<file path="src/rtl/ebi_pkg.sv">
// Shared types and default sizing for the EBI slave front end.
package ebi_pkg;

  typedef enum logic [1:0] {
    IDLE  = 2'd0,
    WRITE = 2'd1,
    READ  = 2'd2,
    TURN  = 2'd3
  } ebi_state_t;

  localparam int EBI_DW          = 16;
  localparam int EBI_SYNC_STAGES = 2;
  localparam int EBI_FILT_LEN    = 3;
  localparam int EBI_TURN_CYCLES = 2;

  // strobe bundle layout inside the front end
  localparam int NUM_STRB = 3;
  localparam int S_CE     = 0;
  localparam int S_WE     = 1;
  localparam int S_OE     = 2;

endpackage

</file>
<file path="src/rtl/ebi_slave_frontend_strobe_sync_filter.sv">
// One active-low strobe: metastability synchroniser followed by a
// run-length glitch filter. rise/fall pulse together with the filt_n change.
module strobe_sync_filter
  import ebi_pkg::*;
#(
  parameter int SYNC_STAGES = EBI_SYNC_STAGES,
  parameter int FILT_LEN    = EBI_FILT_LEN
) (
  input  logic clock,
  input  logic reset,
  input  logic raw_n,
  output logic filt_n,
  output logic rise,
  output logic fall
);

  localparam int CW = (FILT_LEN > 1) ? $clog2(FILT_LEN) : 1;
  localparam logic [CW-1:0] CNT_LAST = CW'(FILT_LEN - 1);

  logic [SYNC_STAGES-1:0] sync_q;
  logic [CW-1:0]          cnt;
  logic                   smp;

  assign smp = sync_q[SYNC_STAGES-1];

  // shift the raw pad level through the synchroniser chain (idles high)
  always_ff @(posedge clock or posedge reset) begin
    if (reset) sync_q <= '1;
    else       sync_q <= {sync_q[SYNC_STAGES-2:0], raw_n};
  end

  // change the filtered level only after FILT_LEN differing samples in a row
  always_ff @(posedge clock or posedge reset) begin
    if (reset) begin
      cnt    <= '0;
      filt_n <= 1'b1;
      rise   <= 1'b0;
      fall   <= 1'b0;
    end else begin
      rise <= 1'b0;
      fall <= 1'b0;
      if (smp == filt_n) begin
        cnt <= '0;
      end else if (cnt == CNT_LAST) begin
        cnt    <= '0;
        filt_n <= smp;
        rise   <= smp;
        fall   <= ~smp;
      end else begin
        cnt <= cnt + CW'(1);
      end
    end
  end

endmodule

</file>
<file path="src/rtl/ebi_slave_frontend.sv">
// Front end between the raw asynchronous parallel-bus pads and core logic:
// filtered strobes, bus-cycle FSM, single-cycle write/read pulses and
// tristate control with a turnaround guard after reads.
module ebi_slave_frontend
  import ebi_pkg::*;
#(
  parameter int DW          = EBI_DW,
  parameter int SYNC_STAGES = EBI_SYNC_STAGES,
  parameter int FILT_LEN    = EBI_FILT_LEN,
  parameter int TURN_CYCLES = EBI_TURN_CYCLES
) (
  input  logic          clock,
  input  logic          reset,
  input  logic          ce_n,
  input  logic          we_n,
  input  logic          oe_n,
  input  logic [DW-1:0] pad_din,
  output logic [DW-1:0] pad_dout,
  output logic          data_oe,
  output logic          wr_valid,
  output logic [DW-1:0] wr_data,
  output logic          rd_req,
  input  logic [DW-1:0] rd_data,
  output logic          bus_err
);

  localparam int TW = (TURN_CYCLES > 1) ? $clog2(TURN_CYCLES) : 1;
  localparam logic [TW-1:0] TURN_LAST = TW'(TURN_CYCLES - 1);

  logic [NUM_STRB-1:0] raw_v, filt_v, rise_v, fall_v;
  ebi_state_t          state, state_nxt;
  logic [TW-1:0]       turn_cnt, turn_cnt_nxt;
  logic                oe_en, conf_q, conflict;
  logic                wr_fire, err_nxt, load_rd;
  logic [DW-1:0]       d_q, d_hold;

  assign raw_v = {oe_n, we_n, ce_n};

  generate
    for (genvar i = 0; i < NUM_STRB; i++) begin : g_strb
      strobe_sync_filter #(
        .SYNC_STAGES(SYNC_STAGES),
        .FILT_LEN   (FILT_LEN)
      ) u_strb (
        .clock (clock),
        .reset (reset),
        .raw_n (raw_v[i]),
        .filt_n(filt_v[i]),
        .rise  (rise_v[i]),
        .fall  (fall_v[i])
      );
    end
  endgenerate

  assign conflict = (filt_v == '0);

  // bus is released in the very cycle a read-ending edge is seen
  assign data_oe = oe_en & (state == READ) & ~rise_v[S_OE] & ~rise_v[S_CE];

  // next-state and pulse decode; rd_req is issued on the IDLE->READ decision
  always_comb begin
    state_nxt    = state;
    turn_cnt_nxt = turn_cnt;
    wr_fire      = 1'b0;
    err_nxt      = 1'b0;
    load_rd      = 1'b0;
    rd_req       = 1'b0;
    case (state)
      IDLE: begin
        if (conflict) begin
          // report a conflict once, not every cycle it persists
          err_nxt = ~conf_q | (|fall_v);
        end else if (~filt_v[S_CE] & ~filt_v[S_WE]) begin
          state_nxt = WRITE;
        end else if (~filt_v[S_CE] & ~filt_v[S_OE] & ~wr_valid) begin
          state_nxt = READ;
          rd_req    = 1'b1;
        end
      end
      WRITE: begin
        if (rise_v[S_WE]) begin
          wr_fire   = 1'b1;
          state_nxt = IDLE;
        end else if (rise_v[S_CE]) begin
          err_nxt   = 1'b1;
          state_nxt = IDLE;
        end else if (fall_v[S_OE]) begin
          err_nxt = 1'b1;
        end
      end
      READ: begin
        if (rise_v[S_OE] | rise_v[S_CE]) begin
          state_nxt    = TURN;
          turn_cnt_nxt = '0;
        end else if (~oe_en) begin
          load_rd = 1'b1;
        end
      end
      TURN: begin
        if (turn_cnt == TURN_LAST) state_nxt = IDLE;
        else                       turn_cnt_nxt = turn_cnt + TW'(1);
      end
      default: state_nxt = IDLE;
    endcase
  end

  // FSM state, turnaround counter and conflict-seen flag
  always_ff @(posedge clock or posedge reset) begin
    if (reset) begin
      state    <= IDLE;
      turn_cnt <= '0;
      conf_q   <= 1'b0;
    end else begin
      state    <= state_nxt;
      turn_cnt <= turn_cnt_nxt;
      conf_q   <= (state == IDLE) & conflict;
    end
  end

  // data capture, write/read data registers and registered pulses
  always_ff @(posedge clock or posedge reset) begin
    if (reset) begin
      d_q      <= '0;
      d_hold   <= '0;
      wr_valid <= 1'b0;
      wr_data  <= '0;
      bus_err  <= 1'b0;
      pad_dout <= '0;
      oe_en    <= 1'b0;
    end else begin
      d_q      <= pad_din;
      wr_valid <= wr_fire;
      bus_err  <= err_nxt;
      oe_en    <= (state_nxt == READ) & (oe_en | load_rd);
      if ((state == WRITE) && !filt_v[S_WE]) d_hold <= d_q;
      if (wr_fire) wr_data <= d_hold;
      if (load_rd) pad_dout <= rd_data;
    end
  end

endmodule

</file>
<file path="config.mk">
export PLATFORM = sky130hd
export DESIGN_NAME = ebi_slave_frontend
export DESIGN_NICKNAME = d
export VERILOG_FILES = /design/src/rtl/ebi_pkg.sv /design/src/rtl/ebi_slave_frontend_strobe_sync_filter.sv /design/src/rtl/ebi_slave_frontend.sv
export SDC_FILE = /design/constraint.sdc
export NUM_CORES = 1
export LEC_CHECK = 0
export ABC_AREA = 1
export CAP_MARGIN = 40
export CORE_ASPECT_RATIO = 1.2
export CORE_MARGIN = 1
export CORE_UTILIZATION = 39
export CTS_BUF_LIST = sky130_fd_sc_hd__clkbuf_8
export CTS_CLUSTER_SIZE = 28
export DETAILED_ROUTE_END_ITERATION = 8
export SYNTH_ARGS = -nofsm -noshare
export SYNTH_HDL_FRONTEND = slang
export SYNTH_SLANG_ARGS = --single-unit
</file>
<file path="constraint.sdc">
create_clock -name clock -period 4.1 [get_ports clock]
set_input_delay 1.23 -clock clock [delete_from_list [all_inputs] [get_ports clock]]
set_output_delay 1.23 -clock clock [all_outputs]
set_load 0.01 [all_outputs]
</file>
==> impl_metrics.csv <==
group,metric,value,unit
floorplan,rows,37,
outcome,status,"complete, no violations",
sta,drv_slew,0,
global_routing,gr-total-overflow,0,
placement,dpl_cell_area,4230,µm²
synthesis,synthesis.instances,310,
clock_tree,post_cts_buffers,0,
final_layout,num_antenna_cells,0,
route,drc,0,
sta,setup_viol,0,
clock_tree,ctsResizeCount,0,
critical_path,criticalPathCategory,"flop to primary output",
critical_path,crit_arrival,1.80,ns
critical_path,crit_start,"g_strb[0].u_strb.filt_n",
global_routing,grt_pass1_wl,9.618,mm
floorplan,core,8564,µm²
clock_tree,path_clk_slew,0.08,ns
sta,fmax,329.9,MHz
min_path,hold_class,"flop to flop",
placement,placedCellCount,492,
clock_tree,cts_buffer_depth,2,
floorplan,die_height,104.7,µm
route,drtIter0Drc,73,
pwr,power_density,684.9,nW/µm²
sta,rsz0062_at_grt,"no",
clock_tree,clockRootBuffer,"clkbuf_8",
clock_tree,cts_buffers,9,
final_layout,finalNetCount,423,
clock_tree,clk_latency,0.34,ns
route,first_pass_iters,6,
min_path,min_from,"g_strb[0].u_strb.sync_q[0]",
sta,finalClockSkew,0.01048,ns
pwr,leakagePower,2.121,nW
synthesis,yosysWarnings,0,
synthesis,netlist_area,3426,µm²
route,wl_per_cell,11.25,µm
route,wl,5.713,mm
route,vias_per_cell,4.339,
floorplan,die-area,9164,µm²
min_path,min_to,"g_strb[0].u_strb.sync_q[1]",
synthesis,avgSynthCellArea,11.05,µm²
placement,gp_congestion,0.7930,
critical_path,required,2.87,ns
critical_path,r2r-start,"state[0]",
critical_path,start_kind,"flop",
critical_path,crit_path_end_kind,"primary output",
clock_tree,cts_tree,"done",
critical_path,reg2regPathDepth,4,
min_path,whs_path_depth,0,
floorplan,die_w,87.56,µm
placement,placement.io_buffers,72,
global_routing,grt_pass1_vias,2094,
synthesis,synth_nets,347,
sta,worst_pin_slew,0.7743,ns
global_routing,antenna_found_initial,0,
synthesis,synth_seq_area_share,67.53,%
job,maxCapViolCount,0,
pwr,peakVddDrop,0.2537,mV
global_routing,gr-usage-all-layers,13.64,%
sta,finalCritPeriodShare,73.94,%
sta,fin_crit,3.032,ns
floorplan,start_util,40.00,%
synthesis,synth_top_area_share,60.63,%
clock_tree,hold_buffers,0,
critical_path,r2r_end,"pad_dout[14]",
route,vias,2204,
route,drtAntennaViolNets,0,
synthesis,synth_seq_cells,92,
sta,hold_viol_final,0,
final_layout,final_area,4428,µm²
synthesis,yosys.cell_types.count,25,
critical_path,r2r_slack,2.45,ns
critical_path,cp_max_fo,6,
global_routing,grt_max_degree,49,
sta,setup_tns,0,ns
clock_tree,cts_num_sinks,92,
floorplan,ioPinCount,73,
synthesis,synth.area.top_cells,"dfrtp_1 (61%), nand2_1 (7.8%), dfstp_2 (6.9%)",
final_layout,areaGrowthSynthToFinish,29.26,%
sta,slew-limit-headroom,48.32,%
clock_tree,htree_num_levels,3,
final_layout,post_route_cells_drive_above_1_share,15.60,%
placement,dp_hpwl,3.977,mm
synthesis,synth_largest_area_cell,"dfrtp_1",
final_layout,fin_cells,508,
critical path, stage by stage (launching register included):
cell,delay (ns)
dfstp_2,0.60
nor2_1,0.10
nor2_1,0.11
nand2_1,0.08
inv_1,0.06
clkdlybuf4s50_1,0.52
registers in the layout, summed over array words and instances (netlist names), 2 cells and up:
signal                flops
d_hold                   16
d_q                      16
g_strb.u_strb.cnt         6
g_strb.u_strb.fall        3
g_strb.u_strb.filt_n      3
g_strb.u_strb.rise        3
g_strb.u_strb.sync_q      6
pad_dout                 16
state                     2
wr_data                  16
metal layers:
metal	vias to the layer above	global-route usage, %	wire length, µm
met2	52	22.15	2835
met1	1036	17.01	2541
met3	5	3.239	261
met5	-	0	0
li1	1111	-	-
met4	0	6.323	74
cell usage after synthesis:
| master | number |
|---|---|
| dfrtp_1 | 83 |
| nand2_1 | 71 |
| inv_1 | 41 |
| nor2_1 | 21 |
| o21ai_2 | 20 |
| nor3_1 | 10 |
| dfstp_2 | 9 |
| a21oi_1 | 7 |
| buf_6 | 7 |
| nand3_1 | 7 |
| a21oi_2 | 6 |
| o21ai_0 | 6 |
| o21ai_1 | 6 |
| inv_2 | 3 |
| xnor2_1 | 3 |
| clkbuf_2 | 1 |
| inv_6 | 1 |
| nand2_2 | 1 |
| nand2_4 | 1 |
| nand2_8 | 1 |
| nand3_2 | 1 |
| nand3b_1 | 1 |
| nor2_2 | 1 |
| nor4_1 | 1 |
| o31ai_1 | 1 |
power breakdown:
part / internal [mW] / leakage [nW] / switching, mW
Combinational: 0.509 / 0.905 / 0.553
Clock: 0.284 / 0.0937 / 0.310
Sequential: 1.22 / 1.12 / 0.162
layout by cell type (no fill, tap or decap), types with 6 or more instances in the layout:
master	instances
dfrtp_1	83
clkdlybuf4s50_1	72
nand2_1	71
inv_1	41
nor2_1	21
o21ai_2	20
nor3_1	10
clkbuf_8	9
dfstp_2	9
a21oi_1	7
nand3_1	7
a21oi_2	6
o21ai_0	6
o21ai_1	6
logic make-up after synthesis:
kind of cell    after synthesis  share of synthesized area [%]
flops                        92                          67.53
compound gates               46                          9.642
xor+xnor                      3                         0.7671
simple gates                116                          14.54
buf+inv                      53                          7.524
area by class of cell:
| class | instances | area (µm²) |
|---|---|---|
| fill | 794 | 4136 |
| sequential | 92 | 2313 |
| multi-input combinational | 165 | 854.6 |
| tap | 117 | 146.4 |
| clock inverter | 7 | 73.82 |
| timing repair buffer | 73 | 740.7 |
| clock buffer | 9 | 123.9 |
| inverter | 45 | 175.2 |
worst max path at each step:
| stage | cells after the start | endpoint |
|---|---|---|
| after CTS | 5 | rd_req |
| final | 5 | rd_req |
| after detailed placement | 5 | rd_req |
| after floorplan | 1 | bus_err |
| after global routing | 5 | rd_req |
| after global placement | 5 | rd_req |
stage by stage:
step / util, % / total power [mW] / setup WS [ns] / hold slack (ns)
final: 51.70 / 3.033 / 1.068 / 0.3599
after global routing: 51.70 / 3.249 / 0.9618 / 0.3610
after CTS: 51.70 / 3.076 / 1.055 / 0.3598
after detailed placement: 49.39 / 2.473 / 1.439 / 0.3481
after global placement: 49.39 / 2.439 / 1.466 / 0.3466
after floorplan: - / 2.054 / 0.4929 / 0.3452
No activity file was read; power rests on OpenSTA's default activity.
==> RTL edit 1, RTL diff (config.mk and constraints unchanged) <==
The package constant `EBI_TURN_CYCLES` goes from 2 to 4.
--- a/src/rtl/ebi_pkg.sv
+++ b/src/rtl/ebi_pkg.sv
@@ -12,5 +12,5 @@
   localparam int EBI_SYNC_STAGES = 2;
   localparam int EBI_FILT_LEN    = 3;
-  localparam int EBI_TURN_CYCLES = 2;
+  localparam int EBI_TURN_CYCLES = 4;
 
   // strobe bundle layout inside the front end
Function: no difference found for any inputs over 10 cycles, from zero or initial values and one cycle with reset high; that may be too few to reach the edited logic, so the function may still have changed.
==> RTL edit 1 against the unedited design <==
Wire length up 11%; power up 4.5%; cell area up 1.8%; worst setup slack worse by 0.22 ns; synthesized area up 1.7%; cell count up 3.1%; sequential cell count up 1; critical path type unchanged; largest cell class unchanged; largest power group unchanged.
==> RTL edit 1: results <==
[worst_setup_path]
critPathSlowestCell = clkdlybuf4s50_1
cp_top_family = simple AND/OR/NAND/NOR gates
critPathArrivalTime_ns = 2.02
cp-endpoint = data_oe
critPathMaxFanout = 19
r2r_slack_ns = 2.66
cp-startpoint = state[0]
slowest_delay_ns = 0.54
rr_startpoint = g_strb[0].u_strb.rise

[sta]
period_share = 0.793
skew_ns = 0.00984
holdWs_ns = 0.358

[hold_path]
min_from = g_strb[0].u_strb.sync_q[0]

[power]
powerComb_w = 0.00115
p_per_area_nw_per_um2 = 703
p_leak_nw = 2.19
ir_drop_uv = 347
p_clk_w = 0.000603
swShare = 0.348

[yosys]
syn-instance-count = 324
async_flop_share = 1.00
synthTopCellsByArea = dfrtp_1 (60%), nand2_1 (10%), dfstp_2 (6.8%)
seq_area_frac_synth = 0.671

[clocking]
cts_inserted_buffers = 9

[detailed_routing]
firstDrtPassIters = 4
vias = 2350
drt_wl_total_um = 6320
drt_iter0_markers = 150

[finish]
nets = 440
final_cell_count_no_fill = 524
drive_gt1_frac = 0.155

[placement]
place_area_sq_um = 4310
dp_hpwl_um = 4390
place_congestion = 0.773
dp.cells = 508
dp_slack_ns = 1.23

[global_route]
grt_usage = 0.147
grt_pass1_vias = 2293
antenna_found_initial = 0
grt_max_degree = 44

[run_status]
status = complete, no violations
[RTL edit 1: kinds of logic (layout without fill, tap and decap cells)]
logic type / count (synthesis) / count (layout) / share of synthesized area
buffers and inverters: 39 / 122 / 0.0571
flip-flops: 93 / 93 / 0.671
AND/OR/NAND/NOR: 164 / 164 / 0.208
XOR/XNOR: 3 / 3 / 0.00754
adder cells (fa/ha/maj): 1 / 1 / 0.00359
AO/OA/AOI/OAI: 24 / 24 / 0.0524
[RTL edit 1: final cells by class]
class                   count  area, sq um
flip-flops and latches     93         2340
clock buffers              10          138
fillers                   829         4100
inverters                  32          129
repair buffers             74          748
well taps                 117          146
multi-input cells         192          947
clock inverters             6         62.6
[RTL edit 1: layer usage]
| metal | GRT usage | vias to the layer above | wire (um) |
|---|---|---|---|
| li1 | - | 1169 | - |
| met1 | 0.190 | 1122 | 2870 |
| met2 | 0.232 | 51 | 3090 |
| met3 | 0.0305 | 8 | 274 |
| met4 | 0.0760 | 0 | 83 |
| met5 | 0 | - | 0 |
==> RTL edit 2, RTL diff (config.mk and constraints unchanged) <==
Made on the original files. Re-encode `ebi_state_t` (4 states) as Gray code, 2 bits wide.
--- a/src/rtl/ebi_pkg.sv
+++ b/src/rtl/ebi_pkg.sv
@@ -3,8 +3,8 @@
 
   typedef enum logic [1:0] {
-    IDLE  = 2'd0,
-    WRITE = 2'd1,
-    READ  = 2'd2,
-    TURN  = 2'd3
+    IDLE  = 2'b00,
+    WRITE = 2'b01,
+    READ  = 2'b11,
+    TURN  = 2'b10
   } ebi_state_t;
 
Behaviour: same outputs for any inputs over 10 cycles, from zero or initial values and one cycle with reset high; not proved beyond that.
==> RTL edit 2 against the unedited design <==
Wire length is 0.81% higher; synthesized area is 2.7% lower; sequential share of layout area is 1.2 points higher; sequential cell count stayed put; cell count is 0.20% higher; first-iteration DRC count is 1.4% higher; cell area is 2.2% lower; core utilization is 1.1 points higher; worst setup slack worse by 0.15 ns; power is 5.2% lower; combinational power is 9% lower; count of clock-buffer cells in the layout stayed put; largest cell class unchanged; highest routed layer unchanged.
==> RTL edit 2: results <==
[hold_path]
min_to = g_strb[2].u_strb.sync_q[1]
min_from = g_strb[2].u_strb.sync_q[0]

[power]
p_leak_nw = 2.12
ir_drop_uv = 325

[global_route]
grt_pass1_vias = 2139
grt_pass1_wl_um = 9740
grt_usage = 0.145

[run_status]
status = complete, no violations

[yosys]
seq_area_frac_synth = 0.694
synth_nets = 352
synth.distinct_cells = 22
synthTopCellsByArea = dfrtp_1 (62%), nand2_1 (8.8%), dfstp_2 (7.1%)
synth-compound-area-share = 0.0717
ys_top_cells_by_count = dfrtp_1 (83), nand2_1 (78), inv_1 (42), nor2_1 (19), o21ai_0 (19)

[detailed_routing]
wire_per_inst_um = 11.3
firstDrtPassIters = 4
drt_iter0_markers = 74

[finish]
multi_input_area_share = 0.182
clockNetworkAreaShare = 0.0405
sh_seq_area = 0.534
nets = 427
bufAreaShareNonClock = 0.171
drive_gt1_frac = 0.109

[worst_setup_path]
critPathMaxFanout = 12
rr_endpoint = d_hold[12]
rr_startpoint = state[1]

[clocking]
cts_max_level = 3

[sta]
skew_ns = 0.0131
slew_headroom = 0.476

[placement]
dp_hpwl_um = 4020
-- RTL edit 2: metrics by stage --
step	setup slack [ns]	cell area (sq um)	hold WS [ns]	cells	power [W]
floorplan	0.493	3330	0.345	315	0.00195
global placement	1.30	4150	0.347	493	0.00235
detailed placement	1.25	4150	0.348	493	0.00237
CTS	0.869	4330	0.361	509	0.00292
global route	0.773	4330	0.369	509	0.00311
finish	0.923	4330	0.358	509	0.00288
-- RTL edit 2: cells by family after synthesis --
group                     after synthesis
and+or+nand+nor                       125
DFF                                    92
buffers and inverters                  54
AOI/OAI and AO/OA                      41
xor gates and xnor gates                3
-- RTL edit 2: power breakdown --
group / switching (W) / internal, W / total [W]
combinational: 0.000499 / 0.000469 / 0.000968
sequential: 0.000154 / 0.00121 / 0.00137
clock: 0.000317 / 0.000223 / 0.000540
-- RTL edit 2: routing by layer --
metal | up-vias | global-route usage | share of wire
met2 | 42 | 0.238 | 0.50
met4 | 0 | 0.0808 | 0.023
li1 | 1120 | - | -
met5 | - | 0 | 0
met1 | 1050 | 0.182 | 0.44
met3 | 11 | 0.0254 | 0.030
-- RTL edit 2: how the worst max path moves through the flow --
stage / to / slack (ns) / cells past startpoint
finish: rd_req / 0.92 / 5
global route: rd_req / 0.77 / 5
detailed placement: rd_req / 1.25 / 5
CTS: rd_req / 0.87 / 5
floorplan: bus_err / 0.49 / 1
global placement: rd_req / 1.30 / 5
-- RTL edit 2: critical path, stage by stage, from the launching register on --
cell and delay (ns):
dfstp_2 0.56, inv_1 0.16, nor2_1 0.18, nand3_1 0.11, inv_1 0.08, clkdlybuf4s50_1 0.53
